$ cat config.mk
export PLATFORM = sky130hd
export DESIGN_NAME = sleep_controller
export DESIGN_NICKNAME = d
export VERILOG_FILES = /design/src/rtl/pwr_pkg.sv /design/src/rtl/rx_wake_detect.sv /design/src/rtl/sleep_controller.sv
export SDC_FILE = /design/constraint.sdc
export NUM_CORES = 1
export LEC_CHECK = 0
export CORE_MARGIN = 2
export CORE_UTILIZATION = 40
export CTS_CLUSTER_SIZE = 16
export DETAILED_ROUTE_END_ITERATION = 8
export PLACE_DENSITY_LB_ADDON = 0.15
export RECOVER_POWER = 50
export SYNTH_ARGS = -nofsm -noshare
export SYNTH_HDL_FRONTEND = slang
export SYNTH_SLANG_ARGS = --single-unit
export TNS_END_PERCENT = 20
$ cat constraint.sdc
create_clock -name i_Clock -period 5.5 [get_ports i_Clock]
set_clock_uncertainty 0.05 [all_clocks]
set_input_delay 1.65 -clock i_Clock [delete_from_list [all_inputs] [get_ports i_Clock]]
set_output_delay 1.65 -clock i_Clock [all_outputs]
set_load 0.05 [all_outputs]
$ cat src/rtl/pwr_pkg.sv
// pwr_pkg: shared definitions for the UART low-power sequencing slice.
//   - one-hot state encodings and their bit positions (RUN, DRAIN, SLEEP, WAKE)
//   - wake-source encoding reported by the optional stats block
//   - default timing parameters for sleep_controller
package pwr_pkg;

    localparam int GUARD_CYCLES_DEF   = 4;
    localparam int WAKE_CYCLES_DEF    = 8;
    localparam int MIN_RUN_CYCLES_DEF = 16;

    // Bit positions inside the one-hot state vector
    localparam int S_RUN   = 0;
    localparam int S_DRAIN = 1;
    localparam int S_SLEEP = 2;
    localparam int S_WAKE  = 3;

    localparam logic [3:0] ST_RUN   = 4'b0001;
    localparam logic [3:0] ST_DRAIN = 4'b0010;
    localparam logic [3:0] ST_SLEEP = 4'b0100;
    localparam logic [3:0] ST_WAKE  = 4'b1000;

    localparam logic WAKE_SRC_HOST = 1'b0;
    localparam logic WAKE_SRC_RX   = 1'b1;

endpackage

$ cat src/rtl/rx_wake_detect.sv
// rx_wake_detect: synchronises the raw RX line and flags a start-bit
// falling edge.
//   i_Clock     : system clock
//   i_reset     : asynchronous active-low reset (flops go to idle-high)
//   i_Rx_Serial : raw asynchronous RX line, idle high
//   rx_fall     : high for one cycle when the synchronised line goes 1->0
module rx_wake_detect (
    input  logic i_Clock,
    input  logic i_reset,
    input  logic i_Rx_Serial,
    output logic rx_fall
);

    // rx_pipe[0]/[1] form the 2-flop synchroniser, rx_pipe[2] holds the
    // previous synchronised sample.
    logic [2:0] rx_pipe;
    // vld_pipe tracks which rx_pipe stages hold samples taken after reset,
    // so a line already low at reset release is not mistaken for an edge
    // against the idle-high reset value.
    logic [2:0] vld_pipe;

    always_ff @(posedge i_Clock or negedge i_reset) begin
        if (!i_reset) begin
            rx_pipe  <= 3'b111;
            vld_pipe <= 3'b000;
        end else begin
            rx_pipe  <= {rx_pipe[1:0], i_Rx_Serial};
            vld_pipe <= {vld_pipe[1:0], 1'b1};
        end
    end

    assign rx_fall = vld_pipe[2] & rx_pipe[2] & ~rx_pipe[1];

endmodule

$ cat src/rtl/sleep_controller.sv
// sleep_controller: sequences the UART core RUN -> DRAIN -> SLEEP -> WAKE -> RUN,
// gating its clock enable and blocking host TX while draining or asleep.
//   i_Clock      : system clock
//   i_reset      : asynchronous active-low reset
//   enter_sleep  : idle flag from the idle detector (level)
//   TX_Active    : UART TX busy (level)
//   i_Wake_Req   : host wake / TX-intent request (level)
//   i_Rx_Serial  : raw asynchronous RX line, idle high
//   o_Clk_En     : clock enable to the UART core (low only in SLEEP)
//   o_Tx_Ready   : host may issue a TX (RUN only)
//   o_Sleeping   : core is in SLEEP
//   o_Wake_Event : one-cycle pulse in the first WAKE cycle
// Optional build macro SLEEP_STATS_EN adds:
//   o_Sleep_Count   : saturating count of DRAIN->SLEEP transitions
//   o_Last_Wake_Src : source of the latest wake (0=host, 1=RX; host wins ties)
module sleep_controller
    import pwr_pkg::*;
#(
    parameter int GUARD_CYCLES   = GUARD_CYCLES_DEF,
    parameter int WAKE_CYCLES    = WAKE_CYCLES_DEF,
    parameter int MIN_RUN_CYCLES = MIN_RUN_CYCLES_DEF
) (
    input  logic        i_Clock,
    input  logic        i_reset,
    input  logic        enter_sleep,
    input  logic        TX_Active,
    input  logic        i_Wake_Req,
    input  logic        i_Rx_Serial,
    output logic        o_Clk_En,
    output logic        o_Tx_Ready,
    output logic        o_Sleeping,
`ifdef SLEEP_STATS_EN
    output logic [15:0] o_Sleep_Count,
    output logic        o_Last_Wake_Src,
`endif
    output logic        o_Wake_Event
);

    localparam int RW = $clog2(MIN_RUN_CYCLES + 1);
    localparam int GW = $clog2(GUARD_CYCLES + 1);
    localparam int WW = $clog2(WAKE_CYCLES + 1);

    logic [3:0]    state, state_nxt;
    logic [RW-1:0] run_cnt;
    logic [GW-1:0] guard_cnt;
    logic [WW-1:0] wake_cnt;
    logic          wake_ev;
    logic          rx_fall;
    logic          armed;
    logic          drain_abort;

    rx_wake_detect u_rx_wake (
        .i_Clock     (i_Clock),
        .i_reset     (i_reset),
        .i_Rx_Serial (i_Rx_Serial),
        .rx_fall     (rx_fall)
    );

    // Holding off sleep after a wake matters because enter_sleep is still
    // high after an RX-only wake; without it we would drop straight back.
    assign armed       = (run_cnt >= RW'(MIN_RUN_CYCLES));
    assign drain_abort = TX_Active | i_Wake_Req | rx_fall | ~enter_sleep;

    always_comb begin
        state_nxt = state;
        case (state)
            ST_RUN:
                if (armed & enter_sleep & ~TX_Active & ~i_Wake_Req & ~rx_fall)
                    state_nxt = ST_DRAIN;
            ST_DRAIN:
                if (drain_abort)
                    state_nxt = ST_RUN;
                else if (guard_cnt == GW'(GUARD_CYCLES - 1))
                    state_nxt = ST_SLEEP;
            ST_SLEEP:
                if (i_Wake_Req | rx_fall)
                    state_nxt = ST_WAKE;
            ST_WAKE:
                if (wake_cnt == WW'(WAKE_CYCLES - 1))
                    state_nxt = ST_RUN;
            default:
                state_nxt = ST_RUN;
        endcase
    end

    always_ff @(posedge i_Clock or negedge i_reset) begin
        if (!i_reset) begin
            state     <= ST_RUN;
            run_cnt   <= '0;
            guard_cnt <= '0;
            wake_cnt  <= '0;
            wake_ev   <= 1'b0;
        end else begin
            state <= state_nxt;

            // Cleared on any entry into RUN, saturating while we stay there
            if (state[S_RUN] && state_nxt[S_RUN]) begin
                if (!armed)
                    run_cnt <= run_cnt + RW'(1);
            end else begin
                run_cnt <= '0;
            end

            guard_cnt <= (state[S_DRAIN] && state_nxt[S_DRAIN]) ? guard_cnt + GW'(1) : '0;
            wake_cnt  <= (state[S_WAKE]  && state_nxt[S_WAKE])  ? wake_cnt  + WW'(1) : '0;
            wake_ev   <= state[S_SLEEP] & state_nxt[S_WAKE];
        end
    end

`ifdef SLEEP_STATS_EN
    always_ff @(posedge i_Clock or negedge i_reset) begin
        if (!i_reset) begin
            o_Sleep_Count   <= '0;
            o_Last_Wake_Src <= WAKE_SRC_HOST;
        end else begin
            if (state[S_DRAIN] && state_nxt[S_SLEEP] && o_Sleep_Count != 16'hFFFF)
                o_Sleep_Count <= o_Sleep_Count + 16'd1;
            if (state[S_SLEEP] && state_nxt[S_WAKE])
                o_Last_Wake_Src <= i_Wake_Req ? WAKE_SRC_HOST : WAKE_SRC_RX;
        end
    end
`endif

    assign o_Clk_En     = ~state[S_SLEEP];
    assign o_Tx_Ready   = state[S_RUN];
    assign o_Sleeping   = state[S_SLEEP];
    assign o_Wake_Event = wake_ev;

endmodule
== After elaboration in Yosys (flattened, before gate mapping) ==
Cells that the tools add are included.
Widths: inputs -> output; s select.
Word-level totals
  register bits after elaboration: 23
  output and inout port bits: 4
Cells by class
  reduce and logical (&&, ||, !) cells: 4
  bitwise logic cells: 17
  order comparisons: 1
  add/subtract/negate cells: 3
  equality and inequality tests: 11
  mux-type cells: 10
Operators with widths (number)
  $mux 4: 6
  $pmux 4 s4: 1
  $mux 5: 2
  $eq 4x3->1 const B: 2
  $ne 2x2->1 const B: 4
  $and 1x1->1: 7
  $not 1->1: 6
  $add 5x1->5 const B: 1
  $ge 5x5->1 const B: 1
  $add 4x1->4 const B: 1
  $eq 4x1->1 const B: 1
  $eq 4x2->1 const B: 1
  $eq 4x4->1 const B: 1
  $or 1x1->1: 4
  $reduce_and 4->1: 1
  $add 3x1->3 const B: 1
  $eq 3x2->1 const B: 1
  $logic_and 1x1->1: 3
  $mux 3: 1
  $ne 3x3->1 const B: 1

== Longest topological paths before layout ==
  word-level depth: 9
  gate-level depth with buffers: 5
  depth with buffers taken out: 5

== Modules after synthesis ==
From an unflattened synthesis, not the netlist that was laid out.
Unflattened totals
  cells, all modules: 91
  area total of the unflattened synthesis: 1046.0 um2
By module, submodules not included
  sleep_controller: cells each 83, times used 1, area an instance 879.6 um2, sequential area each 426.7 um2
  rx_wake_detect: cells each 8, times used 1, area an instance 166.4 um2, sequential area each 153.9 um2

== Least setup slack after synthesis ==
OpenSTA, ideal clock, no wires.
  path kind: input to register
  start: input TX_Active
  end: register run_cnt[0]
  arrival time: 2.671 ns
  stages: 4
  setup slack: 2.646 ns
  setup time: 0.133 ns
  required time: 5.317 ns
  cell sequence: nand2b_1 or4b_4 o41ai_4 nor2_1
Between the ends
  longest elaborated chain between the ends: 8
Ends and longest elaborated chain
  from (decl): RTL line sleep_controller.sv:26  | input logic TX_Active,
  $not 1->1: RTL line sleep_controller.sv:68  | if (armed & enter_sleep & ~TX_Active & ~i_Wake_Req & ~rx_fall)
  $and 1x1->1 (3 in series): RTL line sleep_controller.sv:68
  $mux 4: RTL line sleep_controller.sv:68
  $pmux 4 s4 (*): RTL line sleep_controller.sv:66  | case (state)
  $logic_and 1x1->1 (*): RTL line sleep_controller.sv:97  | if (state[S_RUN] && state_nxt[S_RUN]) begin
  $ne 2x2->1 (no source line) / $mux 5 (equally long branches)
  to (signal assigned): RTL line sleep_controller.sv:99  | run_cnt <= run_cnt + RW'(1);
  to (decl): RTL line sleep_controller.sv:44  | logic [RW-1:0] run_cnt;
Mark *: on every way between the ends. The rest lies on a longest branch, timed or not. The select of a mux whose other input is x is not followed.
A chain may end at the register's enable or synchronous reset.

== Final worst setup path ==
  start: register state[2]
  end: output o_Sleeping
RTL lines
  from (decl): RTL line sleep_controller.sv:43  | logic [3:0] state, state_nxt;
  from (signal assigned): RTL line sleep_controller.sv:94  | state <= state_nxt;
  to (decl): RTL line sleep_controller.sv:31  | output logic o_Sleeping,
No word-level cell between the ends.

==> impl_results.md <==
* Global placer's final weighted congestion at 0.758
* Fmax at 287 MHz
* VDD IR max at 195 µV
* Synthesis-to-layout area growth at 14.4%
* Placed instance area at 1140 µm²
* TNS Setup at 0 ns
* Vias in the first global route at 601
* Worst setup SP type: flip-flop
* Logic pwr share at 24.2%
* Final WL at 1570 µm
* Root buffer cell: clkbuf_4
* Ys Warns at 0
* Status: finished clean
* Pre-Repair DR Iteration Count at 1
* CTS tree: yes
* Clk buf depth at 2
* Max-cap violations at 0
* HPWL after DPL at 1160 µm
* PwrDens at 341 nW/µm²
* Vias per cell at 5.03
* DR DRC count at 0
* Clk slew on worst S/H paths at 0.13 ns
* H-Tree Depth at 1
* Site Rows at 18
* Inserted Diodes at 0
* Cell Area, Synth at 1020 µm²
* Core ar. at about 2500 µm²
* WP data required at 3.80 ns
* CP endpoint kind: output port
* Initial cell density of the core at 41.5%
* 1st-iter DRT viols at 0
* Largest net degree at the start of global routing at 24
* Total number of vias at 649
* IO Pins at 10
* Top delay family on crit path: buffers and inverters
* NetSw at 0.128 mW
* # setup viols final at 0
* Final Net Count at roughly 110
* Pleak at 0.528 nW
* Hold_buf cts at 0
* Commonest non-fill, non-tap cell in the layout: dfrtp_1
* Synth Register Bits at 23
* RSZ-0062 raised after global routing: false
* Final hold violations at 0
* Synth cell types at 33
* Max incr delay on CP at 0.88 ns
* Initial antenna violation count at 0
* Fin crit share at 63.3%
* Syn avg cell area at 11.6 µm²
* Die Y at 54.5 µm
* Max FO, Critical Path at 10
* Die width at roughly 54 µm
* Post-route ant nets at 0
* Post-CTS setup buffer count at 0
* CTS buffer count at 3
* Clk Latency, worst-skew pair at 0.31 ns
* Slowest CP cell: clkdlybuf4s50_1
* Total track usage at 12.7%
* Synth Net Count at 99
* Post-route cell area at 1170 µm²
* Die Area at approximately 3000 µm²
* Post-synthesis sequential area ratio at between 50% and 60%
* Clock power frac at 19.4%
* Sequential share of power at 56.5%
* Resized cells post-CTS at 0
* Worst-Margin Slew at just under 1 ns
* Mapped Cells at 88
* Slew Viols, Final at 0
* WP data arrival at roughly 1.8 ns
* Max transition margin at 33.9%
* Most frequent cells in the layout: dfrtp_1, nor2_1, inv_1, clkdlybuf4s50_1, ha_1
* Number of buffers inserted by port buffering at 9
* Worst Hold Class: reg -> reg
* Drt wl/cell at 12.2 µm
* First-pass GRT wire length at 2620 µm
* Switching Share at 32.1%
* Layout cells sized above 1 at 13.1%
* Tmin final at approximately 3.5 ns
* Clock Sinks at 23
* Critical path cell sequence: clkdlybuf4s50_1
* Pint at 0.270 mW
* GRT overflow at 0
* Kind of critical path: reg -> out
* CP Buf/Inv Count at 1
[metal layers]
layer	GRT usage [%]	share of wire, %	wire length [µm]	vias to the layer above
met5	0	0	0	-
met4	7.50	1.7	27	0
met3	3.28	3.0	48	2
met2	19.5	47	735	8
met1	16.0	48	763	319
li1	-	-	-	320
[flip-flops by register name, summed over array words and instances (netlist names)]
| register | count |
|---|---|
| guard_cnt | 3 |
| u_rx_wake.vld_pipe | 3 |
| run_cnt | 5 |
| u_rx_wake.rx_pipe | 3 |
| o_Wake_Event | 1 |
| wake_cnt | 4 |
| state | 4 |
[worst reg2reg max path, delay by kind of cell (launching register included)]
kind | cells | cell delay [ns]
and+or+nand+nor | 3 | 0.85
DFF | 1 | 0.55
AOI/OAI and AO/OA | 1 | 0.33
[through the flow]
stage / setup WS [ns] / utilization [%] / hold WS [ns] / cells / power (mW)
floorplan: 2.65 / - / 0.281 / 88 / 0.299
global placement: 2.14 / 46.4 / 0.281 / 125 / 0.323
detailed placement: 2.12 / 46.4 / 0.292 / 125 / 0.328
CTS: 2.00 / 47.5 / 0.316 / 129 / 0.407
global route: 1.93 / 47.5 / 0.322 / 129 / 0.425
finish: 2.02 / 47.5 / 0.315 / 129 / 0.398
[path summary, 6_finish.rpt]
path / depth (start not counted) / slack, ns / endpoint / startpoint
max: 1 / 2.02 / o_Sleeping / state[2]$_DFFE_PN0P_
min: 0 / 0.31 / u_rx_wake.rx_pipe[1]$_DFF_PN1_ / u_rx_wake.rx_pipe[0]$_DFF_PN1_
max reg2reg: 4 / 3.61 / run_cnt[1]$_DFFE_PN0P_ / u_rx_wake.rx_pipe[1]$_DFF_PN1_
min reg2reg: 0 / 0.31 / u_rx_wake.rx_pipe[1]$_DFF_PN1_ / u_rx_wake.rx_pipe[0]$_DFF_PN1_
max in group asynchronous: 1 / 2.92 / guard_cnt[0]$_DFF_PN0_ / i_reset
min in group asynchronous: 1 / 1.88 / guard_cnt[2]$_DFF_PN0_ / i_reset
[kinds of logic after synthesis]
logic type,after synthesis,share of synthesized area [%]
compound gates,11,9.57
xor+xnor,5,4.30
fa+ha+maj,5,6.13
buf+inv,9,3.43
flops,23,56.9
mux,1,0.982
other cells,1,0.368
simple gates,33,18.3
[layout make-up]
| cell class | count | area [µm²] |
|---|---|---|
| clock buffers | 3 | 22.5 |
| clock inverters | 1 | 5.00 |
| fillers | 240 | 1290 |
| inverters | 7 | 26.3 |
| multi-input cells | 56 | 404 |
| flip-flops and latches | 23 | 581 |
| well taps | 30 | 37.5 |
| repair buffers | 9 | 90.1 |
[power by group through the flow]
stage / combinational, mW / sequential, mW / clock [mW]
2_1_floorplan: 0.0719 / 0.227 / 0
6_report: 0.0961 / 0.225 / 0.0771
3_3_place_gp: 0.0954 / 0.227 / 0
5_1_grt: 0.108 / 0.229 / 0.0883
4_1_cts: 0.0989 / 0.226 / 0.0825
3_5_place_dp: 0.100 / 0.228 / 0
[Yosys cell counts, drive strengths merged]
cell / n / area share (%)
or4b: 2 / 2.3
ha: 5 / 6.1
nand2: 3 / 1.1
a21boi: 1 / 0.74
conb: 1 / 0.37
nor2: 16 / 5.9
o22ai: 1 / 0.61
xnor2: 2 / 1.7
o221a: 1 / 1.1
a31oi: 1 / 0.61
o211ai: 1 / 0.74
or4: 2 / 1.5
nand3: 1 / 0.49
buf: 1 / 0.49
nand2b: 3 / 1.8
dfstp: 4 / 10
o2111a: 1 / 1.1
nand4b: 1 / 0.86
dfrtp: 19 / 47
nor3: 1 / 0.49
a21oi: 2 / 0.98
o41ai: 1 / 2.7
inv: 7 / 2.6
and2b: 1 / 0.74
nor2b: 1 / 0.61
clkbuf: 1 / 0.37
xor2: 3 / 2.6
mux2i: 1 / 0.98
o21ai: 2 / 0.98
and3b: 1 / 1.2
nor4: 1 / 1.2
Note: power is estimated with default switching activity, not from simulation.
